[config.mk]
export PLATFORM = sky130hd
export DESIGN_NAME = store_queue
export DESIGN_NICKNAME = d
export VERILOG_FILES = /design/src/rtl/tartaruga_pkg.sv /design/src/rtl/store_align.sv /design/src/rtl/store_queue.sv
export SDC_FILE = /design/constraint.sdc
export NUM_CORES = 1
export LEC_CHECK = 0
export CAP_MARGIN = 20
export CORE_UTILIZATION = 40
export DETAILED_ROUTE_END_ITERATION = 7
export GPL_ROUTABILITY_DRIVEN = 0
export MAX_ROUTING_LAYER = met4
export PLACE_DENSITY_LB_ADDON = 0.12
export SKIP_CTS_REPAIR_TIMING = 1
export SLEW_MARGIN = 20
export SYNTH_ARGS = -nofsm -noshare
export SYNTH_HDL_FRONTEND = slang
export SYNTH_SLANG_ARGS = --single-unit
[constraint.sdc]
create_clock -name clk_i -period 11.3 [get_ports clk_i]
set_input_delay 2.26 -clock clk_i [delete_from_list [all_inputs] [get_ports clk_i]]
set_output_delay 2.26 -clock clk_i [all_outputs]
set_load 0.02 [all_outputs]
[src/rtl/tartaruga_pkg.sv]
// Shared types and helpers for the store queue: access sizes, queue entries,
// drain FSM states and the byte-enable/mask functions used by stores and loads.
package tartaruga_pkg;

    localparam int SQ_DATA_W     = 32;
    localparam int SQ_MAX_ADDR_W = 64;

    typedef enum logic [1:0] {
        SZ_BYTE = 2'd0,
        SZ_HALF = 2'd1,
        SZ_WORD = 2'd2
    } mem_size_t;

    typedef enum logic [1:0] {
        ST_IDLE = 2'd0,
        ST_REQ  = 2'd1,
        ST_WAIT = 2'd2
    } sq_state_t;

    // addr holds the word-aligned byte address, zero-extended to the widest supported bus
    typedef struct packed {
        logic [SQ_MAX_ADDR_W-1:0] addr;
        logic [SQ_DATA_W-1:0]     data;
        logic [3:0]               be;
    } sq_entry_t;

    // Misaligned halfwords/words yield an empty byte enable
    function automatic logic [3:0] size_be(input logic [1:0] offset, input logic [1:0] size);
        logic [3:0] be;
        be = '0;
        case (size)
            SZ_BYTE: be = 4'b0001 << offset;
            SZ_HALF: if (!offset[0]) be = 4'b0011 << offset;
            SZ_WORD: if (offset == 2'd0) be = 4'hF;
            default: be = '0;
        endcase
        return be;
    endfunction

    function automatic logic [SQ_DATA_W-1:0] size_mask(input logic [1:0] size);
        logic [SQ_DATA_W-1:0] mask;
        mask = '1;
        case (size)
            SZ_BYTE: mask = 32'h0000_00FF;
            SZ_HALF: mask = 32'h0000_FFFF;
            default: mask = '1;
        endcase
        return mask;
    endfunction

endpackage

[src/rtl/store_align.sv]
// Moves store data onto its byte lanes and builds the matching byte enable.
module store_align
    import tartaruga_pkg::*;
(
    input  logic [1:0]  offset,
    input  logic [1:0]  size,
    input  logic [31:0] wdata,
    output logic [31:0] lane_data,
    output logic [3:0]  be
);

    assign lane_data = wdata << {offset, 3'b000};
    assign be        = size_be(offset, size);

endmodule

[src/rtl/store_queue.sv]
// Speculative store queue: enqueue, commit/discard, in-order drain to memory
// and combinational store-to-load forwarding across every live entry.
module store_queue
    import tartaruga_pkg::*;
#(
    parameter int DEPTH  = 4,
    parameter int ADDR_W = 32,
    parameter int DATA_W = 32
) (
    input  logic                     clk_i,
    input  logic                     rst_i,
    input  logic                     enq_valid_i,
    output logic                     enq_ready_o,
    input  logic [ADDR_W-1:0]        enq_addr_i,
    input  logic [DATA_W-1:0]        enq_data_i,
    input  logic [1:0]               enq_size_i,
    input  logic                     commit_i,
    input  logic                     discard_i,
    input  logic [ADDR_W-1:0]        ld_addr_i,
    input  logic [1:0]               ld_size_i,
    output logic                     fwd_hit_o,
    output logic [DATA_W-1:0]        fwd_data_o,
    output logic                     fwd_conflict_o,
    output logic                     mem_req_valid_o,
    input  logic                     mem_req_ready_i,
    output logic [ADDR_W-1:0]        mem_addr_o,
    output logic [DATA_W-1:0]        mem_data_o,
    output logic [3:0]               mem_be_o,
    input  logic                     mem_rsp_valid_i,
    output logic                     full_o,
    output logic                     empty_o,
    output logic [$clog2(DEPTH):0]   count_o,
    output logic [1:0]               state_o
);

    localparam int IW = $clog2(DEPTH);
    localparam int PW = IW + 1;

    // Handshakes: enq fires on enq_valid_i && enq_ready_o at the rising edge; a memory
    // request is accepted when mem_req_valid_o && mem_req_ready_i, and the request
    // outputs stay stable from the first valid cycle until that acceptance.

    logic [PW-1:0] head_q, cmt_q, tail_q;
    logic [PW-1:0] head_n, cmt_n, tail_n;
    sq_state_t     state_q, state_n;
    sq_entry_t     entries [DEPTH];

    logic          enq_fire;
    logic          free;
    logic [31:0]   enq_lane;
    logic [3:0]    enq_be;
    logic [IW-1:0] head_idx;

    assign head_idx = head_q[IW-1:0];
    assign count_o  = tail_q - head_q;
    assign full_o   = (count_o == PW'(DEPTH));
    assign empty_o  = (count_o == '0);
    assign state_o  = state_q;

    // Registered full flag only: a same-cycle free does not open the door
    assign enq_ready_o = !full_o && !discard_i;
    assign enq_fire    = enq_valid_i && enq_ready_o;

    store_align u_align (
        .offset    (enq_addr_i[1:0]),
        .size      (enq_size_i),
        .wdata     (enq_data_i),
        .lane_data (enq_lane),
        .be        (enq_be)
    );

    always_ff @(posedge clk_i) begin
        if (enq_fire) begin
            entries[tail_q[IW-1:0]].addr <= SQ_MAX_ADDR_W'({enq_addr_i[ADDR_W-1:2], 2'b00});
            entries[tail_q[IW-1:0]].data <= enq_lane;
            entries[tail_q[IW-1:0]].be   <= enq_be;
        end
    end

    // Commit resolves before discard, so a same-cycle pair keeps the newly committed entry
    always_comb begin
        cmt_n  = cmt_q;
        tail_n = tail_q;
        head_n = head_q;
        if (commit_i && (cmt_q != tail_q)) cmt_n = cmt_q + PW'(1);
        if (discard_i)     tail_n = cmt_n;
        else if (enq_fire) tail_n = tail_q + PW'(1);
        if (free)          head_n = head_q + PW'(1);
    end

    always_ff @(posedge clk_i or posedge rst_i) begin
        if (rst_i) begin
            head_q  <= '0;
            cmt_q   <= '0;
            tail_q  <= '0;
            state_q <= ST_IDLE;
        end else begin
            head_q  <= head_n;
            cmt_q   <= cmt_n;
            tail_q  <= tail_n;
            state_q <= state_n;
        end
    end

    // Drain only committed entries (head up to cmt); empty-enable stores retire without a request
    always_comb begin
        state_n         = state_q;
        free            = 1'b0;
        mem_req_valid_o = 1'b0;
        case (state_q)
            ST_IDLE: begin
                if (head_q != cmt_q) begin
                    if (entries[head_idx].be == 4'h0) free = 1'b1;
                    else                              state_n = ST_REQ;
                end
            end
            ST_REQ: begin
                mem_req_valid_o = 1'b1;
                if (mem_req_ready_i) state_n = ST_WAIT;
            end
            ST_WAIT: begin
                if (mem_rsp_valid_i) begin
                    free    = 1'b1;
                    state_n = ST_IDLE;
                end
            end
            default: state_n = ST_IDLE;
        endcase
    end

    always_comb begin
        mem_addr_o = '0;
        mem_data_o = '0;
        mem_be_o   = '0;
        if (state_q == ST_REQ) begin
            mem_addr_o = entries[head_idx].addr[ADDR_W-1:0];
            mem_data_o = entries[head_idx].data;
            mem_be_o   = entries[head_idx].be;
        end
    end

    logic [SQ_MAX_ADDR_W-1:0] ld_waddr;
    logic [3:0]               ld_be;
    logic [IW-1:0]            fidx;
    logic [31:0]              fwd_raw;
    logic                     hit, conflict;

    assign ld_waddr = SQ_MAX_ADDR_W'({ld_addr_i[ADDR_W-1:2], 2'b00});
    assign ld_be    = size_be(ld_addr_i[1:0], ld_size_i);

    // Walk oldest to youngest: a full cover resets the verdict, a partial overlap poisons it
    always_comb begin
        hit      = 1'b0;
        conflict = 1'b0;
        fwd_raw  = '0;
        fidx     = '0;
        for (int i = 0; i < DEPTH; i++) begin
            fidx = head_idx + IW'(i);
            if ((PW'(i) < count_o) && (entries[fidx].addr == ld_waddr) &&
                ((entries[fidx].be & ld_be) != 4'h0)) begin
                if ((entries[fidx].be & ld_be) == ld_be) begin
                    hit      = 1'b1;
                    conflict = 1'b0;
                    fwd_raw  = entries[fidx].data;
                end else begin
                    hit      = 1'b0;
                    conflict = 1'b1;
                end
            end
        end
    end

    assign fwd_hit_o      = hit;
    assign fwd_conflict_o = conflict;
    assign fwd_data_o     = hit ? ((fwd_raw >> {ld_addr_i[1:0], 3'b000}) & size_mask(ld_size_i)) : '0;

endmodule

## After elaboration in Yosys (flattened, before gate mapping)

Memories as Yosys holds them, arrays and structs flattened.
Cells that the tools add are included.

- Register bits: 11
- Bits in latches: 0
- Memory bits (writable): 264
- Memory bits (read-only): 0
- Input bits: 107
- Output and inout bits: 111
- Logic and storage cells: 124
- Memories: 1

Memory list:

| memory | depth | width | read ports | clocked after Yosys merged registers in | wr ports | line | RTL |
|---|---|---|---|---|---|---|---|
| entries | 4 | 66 | 4 | 0 | 1 | store_queue.sv:46 | `sq_entry_t entries [DEPTH];` |

- $add $sub $neg: 7
- $mul: 0
- Divide/modulo/power cells: 0
- Magnitude comparators: 4
- Eq/ne operators: 21
- Shift-type cells: 6
- Muxes and demuxes: 50
- Bitwise logic cells: 5
- Reductions and logical operators: 26

Operators by type and width:

| operator | count |
|---|---|
| $mux 32 | 11 |
| $eq 64x32->1 | 4 |
| $pmux 32 s2 | 1 |
| $and 32x32->32 | 1 |
| $shl 32x5->32 | 1 |
| $shr 32x5->32 | 1 |
| $pmux 4 s3 | 2 |
| $mux 1 | 22 |
| $mux 4 | 5 |
| $and 4x4->4 | 4 |
| $eq 4x4->1 | 4 |
| $reduce_bool 4->1 | 4 |
| $logic_and 1x1->1 | 11 |
| $logic_not 2->1 | 5 |
| $add 3x1->3 const B | 3 |
| $mux 3 | 3 |
| $mux 2 | 4 |
| $ne 2x2->1 const B | 4 |
| $shl 1x2->4 const A | 2 |
| $shl 2x2->4 const A | 2 |
| $eq 2x1->1 const B | 3 |
| $eq 2x2->1 const B | 3 |
| $lt 1x3->1 const A | 2 |
| $lt 2x3->1 const A | 2 |
| 12 further kinds | 15 |

## Longest topological paths before layout

- Word-level depth: 16
- Gate-level depth with buffers: 18
- Gate-level depth less buffers: 13

## By module

A second synthesis with hierarchy kept.

- Cell total of the unflattened synthesis: 1563
- Area, all modules: 20671.1 sq um

By module, submodules not included:

| module | instances | cells an instance | area an instance (sq um) |
|---|---|---|---|
| store_queue | 1 | 1487 | 20028.0 |
| store_align | 1 | 76 | 643.1 |

## Least setup slack after synthesis

OpenSTA, ideal clock, no wires.

- Path kind: input port to output port
- Start point: in ld_addr_i[19]
- End point: out fwd_data_o[9]
- Arrival: 5.519 ns
- Required time: 9.040 ns
- Slack: 3.521 ns
- Stages: 12
- Path buffers: 3
- Cells stage by stage: buf_1 -> a2bb2oi_2 -> o221ai_1 -> o32a_1 -> or4_4 -> or4_4 -> buf_6 -> buf_6 -> or2_1 -> a21oi_1 -> nor3_1 -> nor4_1

- Cells in the longest elaborated chain, start to end: 13
- Elaborated cells on any way between the ends: 26
- Classes of those cells: eq/ne: 4; shift: 1; mux: 12; bitwise: 1; reduce/logical: 8

RTL lines:

| element | line | RTL |
|---|---|---|
| start, declared | store_queue.sv:19 | `input logic [ADDR_W-1:0] ld_addr_i,` |
| $eq 64x32->1 | store_queue.sv:159 | `if ((PW'(i) < count_o) && (entries[fidx].addr == ld_waddr) &&` |
| $logic_and 1x1->1 (2 in series) | store_queue.sv:159 |  |
| $mux 32 | store_queue.sv:159 |  |
| $mux 32 | store_queue.sv:161 | `if ((entries[fidx].be & ld_be) == ld_be) begin` |
| $mux 32 | store_queue.sv:159 |  |
| $mux 32 | store_queue.sv:161 |  |
| $mux 32 | store_queue.sv:159 |  |
| $mux 32 | store_queue.sv:161 |  |
| $mux 32 | store_queue.sv:159 |  |
| $shr 32x5->32 | store_queue.sv:175 | `assign fwd_data_o = hit ? ((fwd_raw >> {ld_addr_i[1:0], 3'b000}) & size_mask(ld_size_i)) : '0;` |
| $and 32x32->32 | store_queue.sv:175 |  |
| $mux 32 * | store_queue.sv:175 |  |
| end, declared | store_queue.sv:22 | `output logic [DATA_W-1:0] fwd_data_o,` |

Mark *: on every way between the ends. The rest lies on a longest branch, timed or not.

## Final worst setup path

- Start point: in ld_size_i[1]
- End point: out fwd_data_o[1]

- Cells in the longest elaborated chain, start to end: 15
- Elaborated cells on any way between the ends: 39
- Classes of those cells: eq/ne: 6; shift: 1; mux: 18; bitwise: 5; reduce/logical: 9

RTL lines:

| element | line | RTL |
|---|---|---|
| start, declared | store_queue.sv:20 | `input logic [1:0] ld_size_i,` |
| $eq 2x2->1, or another cell as far along | tartaruga_pkg.sv:31 | `case (size)` |
| $pmux 4 s3 * | tartaruga_pkg.sv:31 |  |
| $and 4x4->4 | store_queue.sv:160, store_queue.sv:161 |  |
| $eq 4x4->1 or $reduce_bool 4->1 (tied branches) | store_queue.sv:161, store_queue.sv:160 |  |
| $mux 32 or $logic_and 1x1->1 (tied branches) | store_queue.sv:161, store_queue.sv:159 |  |
| $mux 32 | store_queue.sv:159 |  |
| $mux 32 | store_queue.sv:161 |  |
| $mux 32 | store_queue.sv:159 |  |
| $mux 32 | store_queue.sv:161 |  |
| $mux 32 | store_queue.sv:159 |  |
| $mux 32 | store_queue.sv:161 |  |
| $mux 32 | store_queue.sv:159 |  |
| $shr 32x5->32 | store_queue.sv:175 |  |
| $and 32x32->32 | store_queue.sv:175 |  |
| $mux 32 * | store_queue.sv:175 |  |

Marked as above.

==> key figures <==
Critical path
  • Cell depth of the worst setup path: 12
  • Worst setup EP type: primary output
  • Worst EP arrival: 7560 ps
  • Worst setup path endpoint: fwd_data_o[1]
  • Reg2reg start: head_q[0]
  • Crit Path Max Fanout: 25
  • Crit Reg-Reg Endpoint: tail_q[2]
  • WP data required: 9040 ps
  • Critical setup path kind: in2out
  • Crit-path cells: clkdlybuf4s50_1 > inv_1 > o21ai_0 > o21ai_0 > or3_1 > and4_1 > buf_4 > nor3_1 > a221oi_1 > and2_1 > o311ai_1 > clkdlybuf4s50_1
  • Critical Path Start: ld_size_i[1]
  • R2R Setup Slk: 6710 ps
  • Slowest CP cell: nor3_1
  • Worst path top cell family by delay: buffers and inverters
  • Largest stage delay, worst path: 860 ps
  • Crit path buffers/inverters: 4
  • R2R depth: 10
  • Setup crit start kind: input pin

Floorplanning
  • FP Rows: 82
  • Initial core utilization: 40.9%
  • Die H: 229 um
  • I/O pin total: 218
  • Total die area: 0.0525 mm^2
  • Core area: 0.0505 mm^2
  • Die X: 229 um

Synth
  • Ranking of synthesized cells by area: edfxtp_1 38%, mux4_2 25%, mux2i_1 5.3%, xnor2_1 4.4%, and2_1 3.2%
  • Synthesized flop and latch total: 275
  • Register area share after synthesis: 39.8%
  • Syn_area_per_cell: 12.9 um^2
  • Predominant post-synthesis flop cell: edfxtp_1
  • Commonest cells in the synthesized netlist: 264 x edfxtp_1, 227 x mux4_2, 110 x mux2i_1
  • Cell Area, Synth: 0.0206 mm^2
  • Post-synthesis cell count: 1601
  • Mux contribution to synthesized area: 31.0%
  • Synth Area in Adders: 0.522%
  • Post-Synth Simple-Gate Area: 9.91%
  • Synth top area share: 38.4%
  • Post-synth cell types: 77
  • Largest family of logic cells by synthesized area: multiplexers
  • Post-Synth XOR/XNOR Area: 5.54%
  • Compound-cell area share of the yosys netlist: 9.08%
  • Warnings from Yosys: 0
  • Share of flip-flops with an asynchronous set or reset: 4.00%
  • EDFF count, synth: 264
  • Most common cell in the netlist: edfxtp_1
  • Post-synth top area cell: edfxtp_1

Clocking
  • TritonCTS clock tree: done
  • H-tree levels: 2
  • Num CTS Buffers: 35
  • Clk slew on worst S/H paths: 60 ps
  • CTS Sinks: 275
  • Clk Latency, worst-skew pair: 560 ps
  • Clock Path Buffers: 3
  • CTS Root Cell: clkbuf_16

Placed design
  • Detailed Place HPWL: 47000 um
  • Port-buffer cells: 215
  • Dpl cell area: 0.0232 mm^2

Run
  • Max-Cap Viols: 0

Timing
  • Final setup fails: 0
  • Relative slew slack: 30.9%
  • Count of final max-slew check failures: 0
  • Setup TNS: 0 ps
  • WHS: 524 ps
  • Final Hold Vio Count: 0
  • Max Fclk: 0.102 GHz
  • Tightest Pin Transition: 1030 ps
  • Clock Skew: 28.0 ps
  • Final period util: 86.9%
  • Min Tclk post-route: 9820 ps
  • RSZ-0062 raised after global routing: no

Worst hold path
  • Min-Delay Path Class: reg2reg
  • Hold Path Stages: 1

Drt
  • Vias post-DR: 15400
  • Vias per std cell: 6.31
  • Residual DRC: 0
  • Wire per inst: 26.8 um
  • Initial DRT Pass Iterations: 5
  • Detail Route Antenna Nets: 0
  • Post-Route WL: 65300 um
  • Iter 0 DRT Violations: 1712

Pwr
  • Design Power: 6530 uW
  • Leakage power: 0.00796 uW
  • Pwr dens: 268 mW/mm^2
  • Max VDD drop: 0.251 mV

Global routing
  • Overflow after GRT: 0
  • Total GRT Usage: 25.5%
  • Vias in the first global route: 14700
  • First-pass GRT wire length: 97500 um
  • Pin count of the biggest net entering global routing: 118
  • Initial antenna violation count: 2

Final layout
  • Filler cells: 4513
  • Seq. cell area: 0.00821 mm^2
  • P&R area growth vs syn: 18.0%
  • Area of the multi-input gates: 0.0116 mm^2
  • Final Instance Area: 0.0244 mm^2
  • Fraction of layout cells with a size suffix above 1: 20.3%
  • Fin util: 48.2%
  • Final nets: 1852

Outcome
  • Run status: complete, no violations
report_power, final:
part	switching, uW	leakage [uW]	total (uW)	internal, uW
Sequential	170	0.00254	1460	1290
Combinational	2080	0.00485	3930	1840
Clock	448	0.000565	1150	701
through the flow:
stage	std cells	setup slack (ps)
global route	2435	1260
floorplan	1602	3520
detailed placement	2372	1590
finish	2436	1480
global placement	2372	1710
CTS	2434	1580
state kept, by name, indices dropped and copies added, names as in the netlist:
register and count:
entries 264, cmt_q 3, head_q 3, tail_q 3, state_o 2
kinds of logic after synthesis:
group                    after synthesis
AO/OA/AOI/OAI                        272
XOR/XNOR                             129
adder cells (fa/ha/maj)                8
buffers and inverters                174
flip-flops                           275
multiplexers                         353
other                                  1
AND/OR/NAND/NOR                      389
worst min path at each step:
stage / endpoint / slack, ps / from
2_1_floorplan: head_q[2] / 490 / head_q[2]
3_3_place_gp: state_o[0] / 510 / state_o[1]
3_5_place_dp: head_q[2] / 520 / head_q[2]
4_1_cts: head_q[2] / 530 / head_q[2]
5_1_grt: head_q[2] / 560 / head_q[2]
6_report: head_q[2] / 520 / head_q[2]
final cells by class:
cell class	count	area share (%)
well taps	672	3.45
diodes	2	0.0206
multi-input cells	1153	47.7
inverters	25	0.385
clock inverters	21	1.06
repair buffers	247	9.91
clock buffers	41	3.78
flip-flops and latches	275	33.7
layer usage:
| metal | track usage (%) | wire [um] | part of all wire, % | vias to the layer above |
|---|---|---|---|---|
| met1 | 38.5 | 29700 | 46 | 7856 |
| met5 | - | 0 | 0 | - |
| met4 | 5.69 | 1200 | 1.8 | 0 |
| met2 | 35.4 | 28100 | 43 | 775 |
| met3 | 4.72 | 6190 | 9.5 | 71 |
| li1 | - | - | - | 6678 |
cell usage in the layout, fill, tap and decap left out, types with 6 or more instances in the layout:
cell	n
a211oi_1	26
buf_4	30
o221ai_1	6
a21oi_1	52
o211ai_1	15
clkbuf_16	36
ha_1	6
nor2_1	73
o22ai_1	12
nor2b_1	10
clkdlybuf4s50_1	214
nand2b_1	11
mux4_2	227
mux2i_1	110
nand3_1	17
o21ai_0	59
xnor2_1	104
nand4_1	23
nor4_1	14
a221oi_1	14
a22oi_1	6
o311ai_1	6
and2_1	100
nor3_1	20
edfxtp_1	264
dfrtp_1	9
o2111ai_1	10
xor2_1	24
nand2_1	84
o31ai_1	8
and3_1	7
inv_1	23
a31oi_1	7
mux2_2	15
(Power assumes the default switching activity.)
